## config.mk

```make
export PLATFORM = sky130hd
export DESIGN_NAME = gmii_tx_arbiter
export DESIGN_NICKNAME = d
export VERILOG_FILES = /design/src/rtl/gmii_pkg.sv /design/src/rtl/gmii_tx_arbiter_rr_arb2.sv /design/src/rtl/gmii_tx_arbiter.sv
export SDC_FILE = /design/constraint.sdc
export NUM_CORES = 1
export LEC_CHECK = 0
export BUFFER_PORTS_ARGS = -buffer_cell sky130_fd_sc_hd__buf_2
export CAP_MARGIN = 20
export CELL_PAD_IN_SITES_DETAIL_PLACEMENT = 0
export CELL_PAD_IN_SITES_GLOBAL_PLACEMENT = 2
export CORE_ASPECT_RATIO = 0.5
export CORE_MARGIN = 4
export CORE_UTILIZATION = 33
export CTS_BUF_LIST = sky130_fd_sc_hd__clkbuf_16
export DETAILED_ROUTE_END_ITERATION = 7
export PLACE_DENSITY = 0.85
export SLEW_MARGIN = 40
export SYNTH_ARGS = -nofsm -noshare
export SYNTH_HDL_FRONTEND = slang
export SYNTH_SLANG_ARGS = --single-unit
```

## constraint.sdc

```tcl
create_clock -name user_clk -period 3.2 [get_ports user_clk]
set_input_delay 0.64 -clock user_clk [delete_from_list [all_inputs] [get_ports user_clk]]
set_output_delay 0.64 -clock user_clk [all_outputs]
set_load 0.02 [all_outputs]
```

## src/rtl/gmii_pkg.sv

```systemverilog
// gmii_pkg: shared types and constants for the GMII transmit arbiter.
//   state_t    : arbiter FSM encoding
//   gmii_tx_t  : one registered GMII transmit beat (txd/txen/txer)
//   PREAMBLE_BYTE / SFD_BYTE : fixed wire bytes ahead of frame data
package gmii_pkg;

  typedef enum logic [2:0] {
    ST_IDLE,
    ST_PREAMBLE,
    ST_SFD,
    ST_DATA,
    ST_DRAIN,
    ST_IPG
  } state_t;

  localparam logic [7:0] PREAMBLE_BYTE = 8'h55;
  localparam logic [7:0] SFD_BYTE      = 8'hD5;

  typedef struct packed {
    logic [7:0] txd;
    logic       txen;
    logic       txer;
  } gmii_tx_t;

  localparam gmii_tx_t GMII_IDLE = '{txd: 8'h00, txen: 1'b0, txer: 1'b0};

endpackage

```

## src/rtl/gmii_tx_arbiter_rr_arb2.sv

```systemverilog
// rr_arb2: two-way round-robin arbiter.
//   clk, reset : clock, synchronous active-high reset
//   req[1:0]   : request per requester
//   upd        : commit the current grant as "last granted"
//   gnt_vld    : at least one request present
//   gnt        : index of granted requester (combinational)
// After reset requester 1 counts as last granted, so requester 0 wins
// the first tie.
module rr_arb2 (
  input  logic       clk,
  input  logic       reset,
  input  logic [1:0] req,
  input  logic       upd,
  output logic       gnt_vld,
  output logic       gnt
);

  logic last_q, last_d;

  always_comb begin
    gnt_vld = |req;
    case (req)
      2'b01:   gnt = 1'b0;
      2'b10:   gnt = 1'b1;
      2'b11:   gnt = ~last_q;
      default: gnt = 1'b0;
    endcase
    last_d = last_q;
    if (upd && gnt_vld) last_d = gnt;
  end

  always_ff @(posedge clk) begin
    if (reset) last_q <= 1'b1;
    else       last_q <= last_d;
  end

endmodule

```

## src/rtl/gmii_tx_arbiter.sv

```systemverilog
// gmii_tx_arbiter: merges two byte-stream frame sources onto one GMII
// transmit interface, inserting preamble, SFD and inter-packet gap.
//   user_clk, reset       : byte clock, synchronous active-high reset
//   inN_data/valid/last   : requester N frame bytes (DA..FCS)
//   inN_ready             : requester N byte accepted on valid&ready
//   txd/txen/txer         : registered GMII outputs
//   busy                  : FSM not idle
//   underrun              : one-cycle pulse when the granted source starves
module gmii_tx_arbiter
  import gmii_pkg::*;
#(
  parameter int IPG_BYTES    = 12,
  parameter int PREAMBLE_LEN = 7
) (
  input  logic       user_clk,
  input  logic       reset,
  input  logic [7:0] in0_data,
  input  logic       in0_valid,
  input  logic       in0_last,
  output logic       in0_ready,
  input  logic [7:0] in1_data,
  input  logic       in1_valid,
  input  logic       in1_last,
  output logic       in1_ready,
  output logic [7:0] txd,
  output logic       txen,
  output logic       txer,
  output logic       busy,
  output logic       underrun
);

  state_t   state_q, state_d;
  logic [7:0] cnt_q, cnt_d;
  logic     gnt_q, gnt_d;
  gmii_tx_t tx_q, tx_d;
  logic     underrun_q, underrun_d;

  logic       arb_vld, arb_gnt;
  logic       g_valid, g_last;
  logic [7:0] g_data;
  logic       rdy_st;

  rr_arb2 u_arb (
    .clk     (user_clk),
    .reset   (reset),
    .req     ({in1_valid, in0_valid}),
    .upd     (state_q == ST_IDLE),
    .gnt_vld (arb_vld),
    .gnt     (arb_gnt)
  );

  // Only the granted port is ever looked at once a frame is under way.
  assign g_valid = gnt_q ? in1_valid : in0_valid;
  assign g_last  = gnt_q ? in1_last  : in0_last;
  assign g_data  = gnt_q ? in1_data  : in0_data;

  // Gated by reset so nothing is consumed while the FSM is being cleared.
  assign rdy_st    = ((state_q == ST_DATA) || (state_q == ST_DRAIN)) && !reset;
  assign in0_ready = rdy_st && !gnt_q;
  assign in1_ready = rdy_st &&  gnt_q;

  always_comb begin
    state_d    = state_q;
    cnt_d      = cnt_q;
    gnt_d      = gnt_q;
    tx_d       = GMII_IDLE;
    underrun_d = 1'b0;
    case (state_q)
      ST_IDLE: begin
        if (arb_vld) begin
          gnt_d   = arb_gnt;
          cnt_d   = 8'(PREAMBLE_LEN);
          state_d = ST_PREAMBLE;
        end
      end
      ST_PREAMBLE: begin
        tx_d  = '{txd: PREAMBLE_BYTE, txen: 1'b1, txer: 1'b0};
        cnt_d = (cnt_q != 8'd0) ? cnt_q - 8'd1 : 8'd0;
        if (cnt_q <= 8'd1) state_d = ST_SFD;
      end
      ST_SFD: begin
        tx_d    = '{txd: SFD_BYTE, txen: 1'b1, txer: 1'b0};
        state_d = ST_DATA;
      end
      ST_DATA: begin
        if (g_valid) begin
          tx_d = '{txd: g_data, txen: 1'b1, txer: 1'b0};
          if (g_last) begin
            cnt_d   = 8'(IPG_BYTES);
            state_d = ST_IPG;
          end
        end else begin
          // Source starved mid-frame: corrupt the frame on the wire and
          // swallow the rest of it.
          tx_d       = '{txd: 8'h00, txen: 1'b1, txer: 1'b1};
          underrun_d = 1'b1;
          state_d    = ST_DRAIN;
        end
      end
      ST_DRAIN: begin
        if (g_valid && g_last) begin
          cnt_d   = 8'(IPG_BYTES);
          state_d = ST_IPG;
        end
      end
      ST_IPG: begin
        cnt_d = (cnt_q != 8'd0) ? cnt_q - 8'd1 : 8'd0;
        if (cnt_q <= 8'd1) state_d = ST_IDLE;
      end
      default: state_d = ST_IDLE;
    endcase
  end

  always_ff @(posedge user_clk) begin
    if (reset) begin
      state_q    <= ST_IDLE;
      cnt_q      <= 8'd0;
      gnt_q      <= 1'b0;
      tx_q       <= GMII_IDLE;
      underrun_q <= 1'b0;
    end else begin
      state_q    <= state_d;
      cnt_q      <= cnt_d;
      gnt_q      <= gnt_d;
      tx_q       <= tx_d;
      underrun_q <= underrun_d;
    end
  end

  assign txd      = tx_q.txd;
  assign txen     = tx_q.txen;
  assign txer     = tx_q.txer;
  assign underrun = underrun_q;
  assign busy     = (state_q != ST_IDLE);

endmodule
```

==> reports/metrics.csv, run 1 <==
metric,value,unit
post-synthesis compound-gate area fraction,0.258,
first-pass GRT wire length,5110,µm
DRT iter0 DRCs,52,
Post-CTS Setup Bufs,0,
xor/xnor share of the synthesized area,0,
die span in x,98.1,µm
FP Rows,16,
max-slew violation count,0,
Post-Syn Instances,147,
layout cell share with drive strength beyond 1,0.302,
Via Count,1173,
"Seq/Total Area, Yosys",0.359,
switching power,0.000670,W
largest net degree at the start of global routing,17,
mux contribution to synthesized area,0.0673,
Simple-Gate Fraction of Synth Area,0.229,
Gate power share,0.455,
max-cap check violation count,0,
NumNets Final,205,
Worst Setup End Kind,output port,
largest family of logic cells by synthesized area,compound AO/OA/AOI/OAI gates,
post-synth cell types,49,
CTS resizes,0,
hold buffers post-CTS,0,
TritonCTS clock tree,yes,
H-tree depth,1,
"FF+latch count, synth",24,
Total GRT Usage,0.123,
worst path arrival time,1.52,ns
Clock transition at path regs,0.07,ns
core area,0.00390,mm²
crit-path max cell delay,0.62,ns
sequential fraction of design power,0.324,
Setup Skew,0.00511,ns
Num CTS Buffers,3,
Overflow after GRT,0,
critical path depth in cells,3,
most frequent cells in the layout,"buf_2, dfxtp_1, nand2_1",
"Data required, critical path",2.56,ns
clock buffer depth,2,
DRC Markers,0,
status,completed,
Clk pwr share,0.221,
Slew @ Worst Pin,0.500,ns
Critical-path top delay cell,dfxtp_1,
via/cell ratio,5.03,
I/O pins,36,
global placement routability congestion,0.817,
Detail Route Antenna Nets,0,
clock root buffer master,clkbuf_16,
First-pass DRT Iterations,4,
WP buf/inv,1,
port bufs,35,
pwr/cell area,999,mW/mm²
Hold Fails Final Rpt,0,
Ant. Diodes,0,
Worst slew margin,0.657,
worst setup margin,1.04,ns
FMAX,0.463,GHz
HP Class,reg2reg,
WL final,3040,µm
"commonest non-fill, non-tap cell in the layout",buf_2,
crit share post-route,0.675,
post-route minimum period,2.16,ns
clock sink count,24,
final setup fails,0,
area of the mapped netlist,0.00134,mm²
RSZ-0062 raised after global routing,no,
Design Power,0.00164,W
ranking of synthesized cells by area,"dfxtp_1, mux2i_1, nand2_1",
Sw Ratio,0.408,
FF-to-FF path depth,6,
wire length per cell,13.0,µm
"worst slack, placed",1.10,ns
YS warnings,0,
sum of negative setup slack,0,ns
Starting Density,0.343,
Fillers,395,
P_int,0.000973,W
kind of critical path,reg2out,
worst-path maximum fanout,14,
vias in the first global route,1090,
Area Growth Syn to Fin,22.9,%
die height,53.0,µm
Synth Area per Inst,9.11,µm²
initial antenna violation count,0,
worst skew pair latency,0.26,ns
critical-path cell list,"nand3b_4, a211oi_1, buf_2",
Top Family by Delay on Critical Path,flip-flops,
Max IR drop VDD,0.000268,V
Yosys top cell area share,0.359,
dpl hpwl,2330,µm
"Core Util, Final",0.421,
Synth Area in Adders,0.0280,
Yosys top cell by area,dfxtp_1,
Die Area,0.00520,mm²
Syn Nets,172,
leakage power,0.727,nW
cell depth of the worst hold path,1,
CP Launch Type,flip-flop,
[path summary, 6_finish.rpt]
check | from | endpoint | slack, ns
min reg2reg | u_arb.last_q | u_arb.last_q | 0.50
max reg2reg | cnt_q[0] | cnt_q[6] | 1.48
min | u_arb.last_q | u_arb.last_q | 0.50
max | state_q[1] | in0_ready | 1.04
[state kept, by name (all words and copies together), names as in the netlist]
| signal | cells |
|---|---|
| gnt_q | 1 |
| u_arb.last_q | 1 |
| txen | 1 |
| state_q | 3 |
| txer | 1 |
| txd | 8 |
| cnt_q | 8 |
| underrun | 1 |
[through the flow]
stage	cell area [µm²]	instances	hold slack, ns
3_3_place_gp	1540	229	0.488
6_report	1650	233	0.500
3_5_place_dp	1540	229	0.491
5_1_grt	1650	233	0.532
4_1_cts	1650	233	0.504
2_1_floorplan	1340	147	0.466
[Yosys cell counts (all sizes together)]
| cell type | n |
|---|---|
| a2111oi | 1 |
| a211oi | 5 |
| a21boi | 1 |
| a21o | 3 |
| a21oi | 5 |
| a221oi | 2 |
| a22oi | 2 |
| a311oi | 2 |
| a31oi | 3 |
| a32oi | 1 |
| and2 | 2 |
| and2b | 2 |
| and3 | 3 |
| and3b | 1 |
| buf | 6 |
| clkbuf | 2 |
| dfxtp | 24 |
| ha | 3 |
| inv | 8 |
| mux2i | 9 |
| nand2 | 16 |
| nand2b | 1 |
| nand3 | 1 |
| nand3b | 1 |
| nor2 | 10 |
| nor2b | 2 |
| nor3 | 5 |
| nor3b | 2 |
| nor4 | 1 |
| nor4b | 1 |
| o2111ai | 1 |
| o211ai | 1 |
| o21ai | 10 |
| o21bai | 1 |
| o22ai | 1 |
| o31a | 2 |
| o31ai | 2 |
| o32ai | 1 |
| or2 | 1 |
| or3 | 1 |
| or3b | 1 |
[power by group through the flow]
stage                     Sequential [W]  Clock (W)  Combinational, W
after CTS                       0.000531   0.000370          0.000755
after floorplan                 0.000512          0          0.000613
final                           0.000532   0.000363          0.000748
after global placement          0.000537          0          0.000750
after detailed placement        0.000538          0          0.000750
after global routing            0.000551   0.000382          0.000842
[area by class of cell]
| type | count | area, µm² | area share |
|---|---|---|---|
| inverter | 8 | 30.0 | 0.0183 |
| sequential | 24 | 480 | 0.292 |
| tap | 54 | 67.6 | 0.0411 |
| clock inverter | 1 | 30.0 | 0.0183 |
| timing repair buffer | 36 | 183 | 0.111 |
| clock buffer | 3 | 75.1 | 0.0456 |
| multi-input combinational | 107 | 779 | 0.474 |
[logic make-up (layout without fill, tap and decap cells)]
| kind of cell | after synthesis | count (layout) |
|---|---|---|
| and+or+nand+nor | 51 | 51 |
| AOI/OAI and AO/OA | 44 | 44 |
| DFF | 24 | 24 |
| buffers and inverters | 16 | 48 |
| muxes | 9 | 9 |
| adders and majority gates | 3 | 3 |
[routing by layer]
metal  track usage  vias to the layer above  share of wire
met4        0.0207                        0         0.0059
li1              -                      602              -
met5             0                        -              0
met3        0.0342                        2          0.043
met2         0.209                       20           0.44
met1         0.158                      549           0.51
Power figures use the tool's default switching activity.
==> run 2, diff against run 1 <==
--- a/config.mk
+++ b/config.mk
@@ -11,10 +11,10 @@
 export CELL_PAD_IN_SITES_GLOBAL_PLACEMENT = 2
 export CORE_ASPECT_RATIO = 0.5
 export CORE_MARGIN = 4
-export CORE_UTILIZATION = 33
+export CORE_UTILIZATION = 27
 export CTS_BUF_LIST = sky130_fd_sc_hd__clkbuf_16
 export DETAILED_ROUTE_END_ITERATION = 7
-export PLACE_DENSITY = 0.85
+export PLACE_DENSITY = 0.74
 export SLEW_MARGIN = 40
 export SYNTH_ARGS = -nofsm -noshare
 export SYNTH_HDL_FRONTEND = slang
==> constraint.sdc (replaced) <==
create_clock -name user_clk -period 1.8 [get_ports user_clk]
set_input_delay 0.36 -clock user_clk [delete_from_list [all_inputs] [get_ports user_clk]]
set_output_delay 0.36 -clock user_clk [all_outputs]
set_load 0.02 [all_outputs]
==> reports/metrics.csv, run 2 (synthesis results as in run 1) <==
metric,value,unit,change
status,completed,,
Critical-path top delay cell,or3b_1,,
storage element area,484,µm²,+0.78%
crit share post-route,0.941,,
Worst Setup End Kind,flip-flop,,
first-pass GRT wire length,5530,µm,+8.2%
dpl hpwl,2470,µm,+6.0%
layout cell share with drive strength beyond 1,0.346,,+0.0443
vias in the first global route,1153,,+5.8%
TritonCTS clock tree,yes,,
worst skew pair latency,0.26,ns,about the same
Final Instance Area,0.00171,mm²,+4.0%
Fillers,496,,+26%
Hold Fails Final Rpt,0,,unchanged
R2R Setup Slk,0.11,ns,-1.37 ns
Design Power,0.00305,W,+85%
RSZ-0062 raised after global routing,no,,
largest net degree at the start of global routing,15,,-2
P_int,0.00182,W,+87%
FMAX,0.591,GHz,
Worst slew margin,0.648,,-0.00892
sum of negative setup slack,0,ns,unchanged
Top Family by Delay on Critical Path,compound AO/OA/AOI/OAI gates,,
die height,57.8,µm,+9.0%
die span in x,108,µm,+9.7%
core area,0.00459,mm²,+18%
WL final,3310,µm,+8.8%
post-route minimum period,1.69,ns,
Placed Area,0.00159,mm²,+2.9%
"worst slack, placed",0.133,ns,-0.965 ns
I/O pins,36,,unchanged
port bufs,35,,unchanged
clock sink count,24,,unchanged
Clk pwr share,0.215,,-0.006
Total GRT Usage,0.113,,-0.00924
max-slew violation count,0,,unchanged
Area Growth Syn to Fin,27.9,%,
CP Launch Type,flip-flop,,
Max IR drop VDD,0.000509,V,+90%
Num CTS Buffers,3,,unchanged
worst setup margin,0.107,ns,-0.932 ns
via/cell ratio,4.71,,-6.5%
Die Area,0.00622,mm²,+20%
Setup Skew,0.00447,ns,-0.000636 ns
HP Class,in2reg,,
sequential fraction of design power,0.307,,-0.017
kind of critical path,reg2reg,,
Detail Route Antenna Nets,0,,unchanged
crit-path max cell delay,0.42,ns,-0.20 ns
cell depth of the worst hold path,3,,+2
Via Count,1181,,+0.68%
initial antenna violation count,0,,unchanged
pwr/cell area,1780,mW/mm²,+78%
area of the multi-input gates,782,µm²,+0.32%
Clock transition at path regs,0.07,ns,about the same
NumNets Final,211,,+2.9%
First-pass DRT Iterations,4,,unchanged
"Data required, critical path",1.95,ns,-0.61 ns
final setup fails,0,,unchanged
clock buffer depth,2,,unchanged
clock root buffer master,clkbuf_16,,
final hold slack,0.329,ns,-0.171 ns
FP Rows,17,,+1
FF-to-FF path depth,6,,unchanged
leakage power,0.758,nW,+4.3%
DRT iter0 DRCs,45,,-13%
Slew @ Worst Pin,0.513,ns,+0.0130 ns
worst path arrival time,1.84,ns,+0.32 ns
"commonest non-fill, non-tap cell in the layout",buf_2,,
most frequent cells in the layout,"buf_2, dfxtp_1, nand2_1",,
WP buf/inv,1,,unchanged
hold buffers post-CTS,0,,unchanged
critical path depth in cells,6,,+3
global placement routability congestion,0.739,,-9.5%
wire length per cell,13.2,µm,+0.95%
Overflow after GRT,0,,unchanged
Starting Density,0.291,,-0.0516
DRC Markers,0,,unchanged
worst-path maximum fanout,4,,-10
switching power,0.00123,W,+83%
max-cap check violation count,0,,unchanged
Ant. Diodes,0,,unchanged
Gate power share,0.478,,+0.023
critical-path cell list,"inv_1, ha_1, or3b_1, o31a_1, o21ai_0, a21oi_1",,
H-tree depth,1,,unchanged
Sw Ratio,0.403,,-0.00446
[run 2: worst reg2reg max path, stage by stage, from the launching register on]
cell	delay (ns)
dfxtp_1	0.34
inv_1	0.12
ha_1	0.22
or3b_1	0.42
o31a_1	0.25
o21ai_0	0.15
a21oi_1	0.08
[run 2: area by class of cell]
cell class,instances,share of cell area
Clock inverter,1,0.0175
Inverter,8,0.0175
Clock buffer,3,0.0439
Sequential cell,24,0.283
Multi-Input combinational cell,107,0.457
Tap cell,66,0.0482
Timing Repair Buffer,42,0.133
[run 2: worst paths after layout]
| kind | startpoint | end |
|---|---|---|
| worst max-delay path | cnt_q[0] | cnt_q[6] |
| worst min-delay path | in0_data[3] | txd[3] |
| worst max register to register | cnt_q[0] | cnt_q[6] |
| worst min register to register | u_arb.last_q | u_arb.last_q |
[run 2: per-stage QoR]
step                utilization  instances
finish                    0.373        251
global route              0.373        251
detailed placement        0.345        245
floorplan                     -        147
global placement          0.345        245
CTS                       0.369        249
[run 2: metal layers]
layer	global-route usage	wire length, µm	share of wire	up-vias
li1	-	-	-	612
met1	0.149	1650	0.50	535
met2	0.172	1410	0.43	28
met3	0.0356	174	0.053	6
met4	0.0468	64	0.019	0
met5	0	0	0	-
[run 2: what timing repair did]
action,4_1_cts,5_1_grt
pin swaps,0,1
endpoints found under the setup margin,1,3
gates resized for setup,2,2
setup buffers,0,2
[run 2: power groups by stage]
stage | sequential, W | combinational (W) | clock, W
finish | 0.000935 | 0.00146 | 0.000655
global route | 0.000969 | 0.00162 | 0.000693
CTS | 0.000933 | 0.00141 | 0.000671
detailed placement | 0.000939 | 0.00140 | 0
global placement | 0.000940 | 0.00140 | 0
floorplan | 0.000910 | 0.00109 | 0
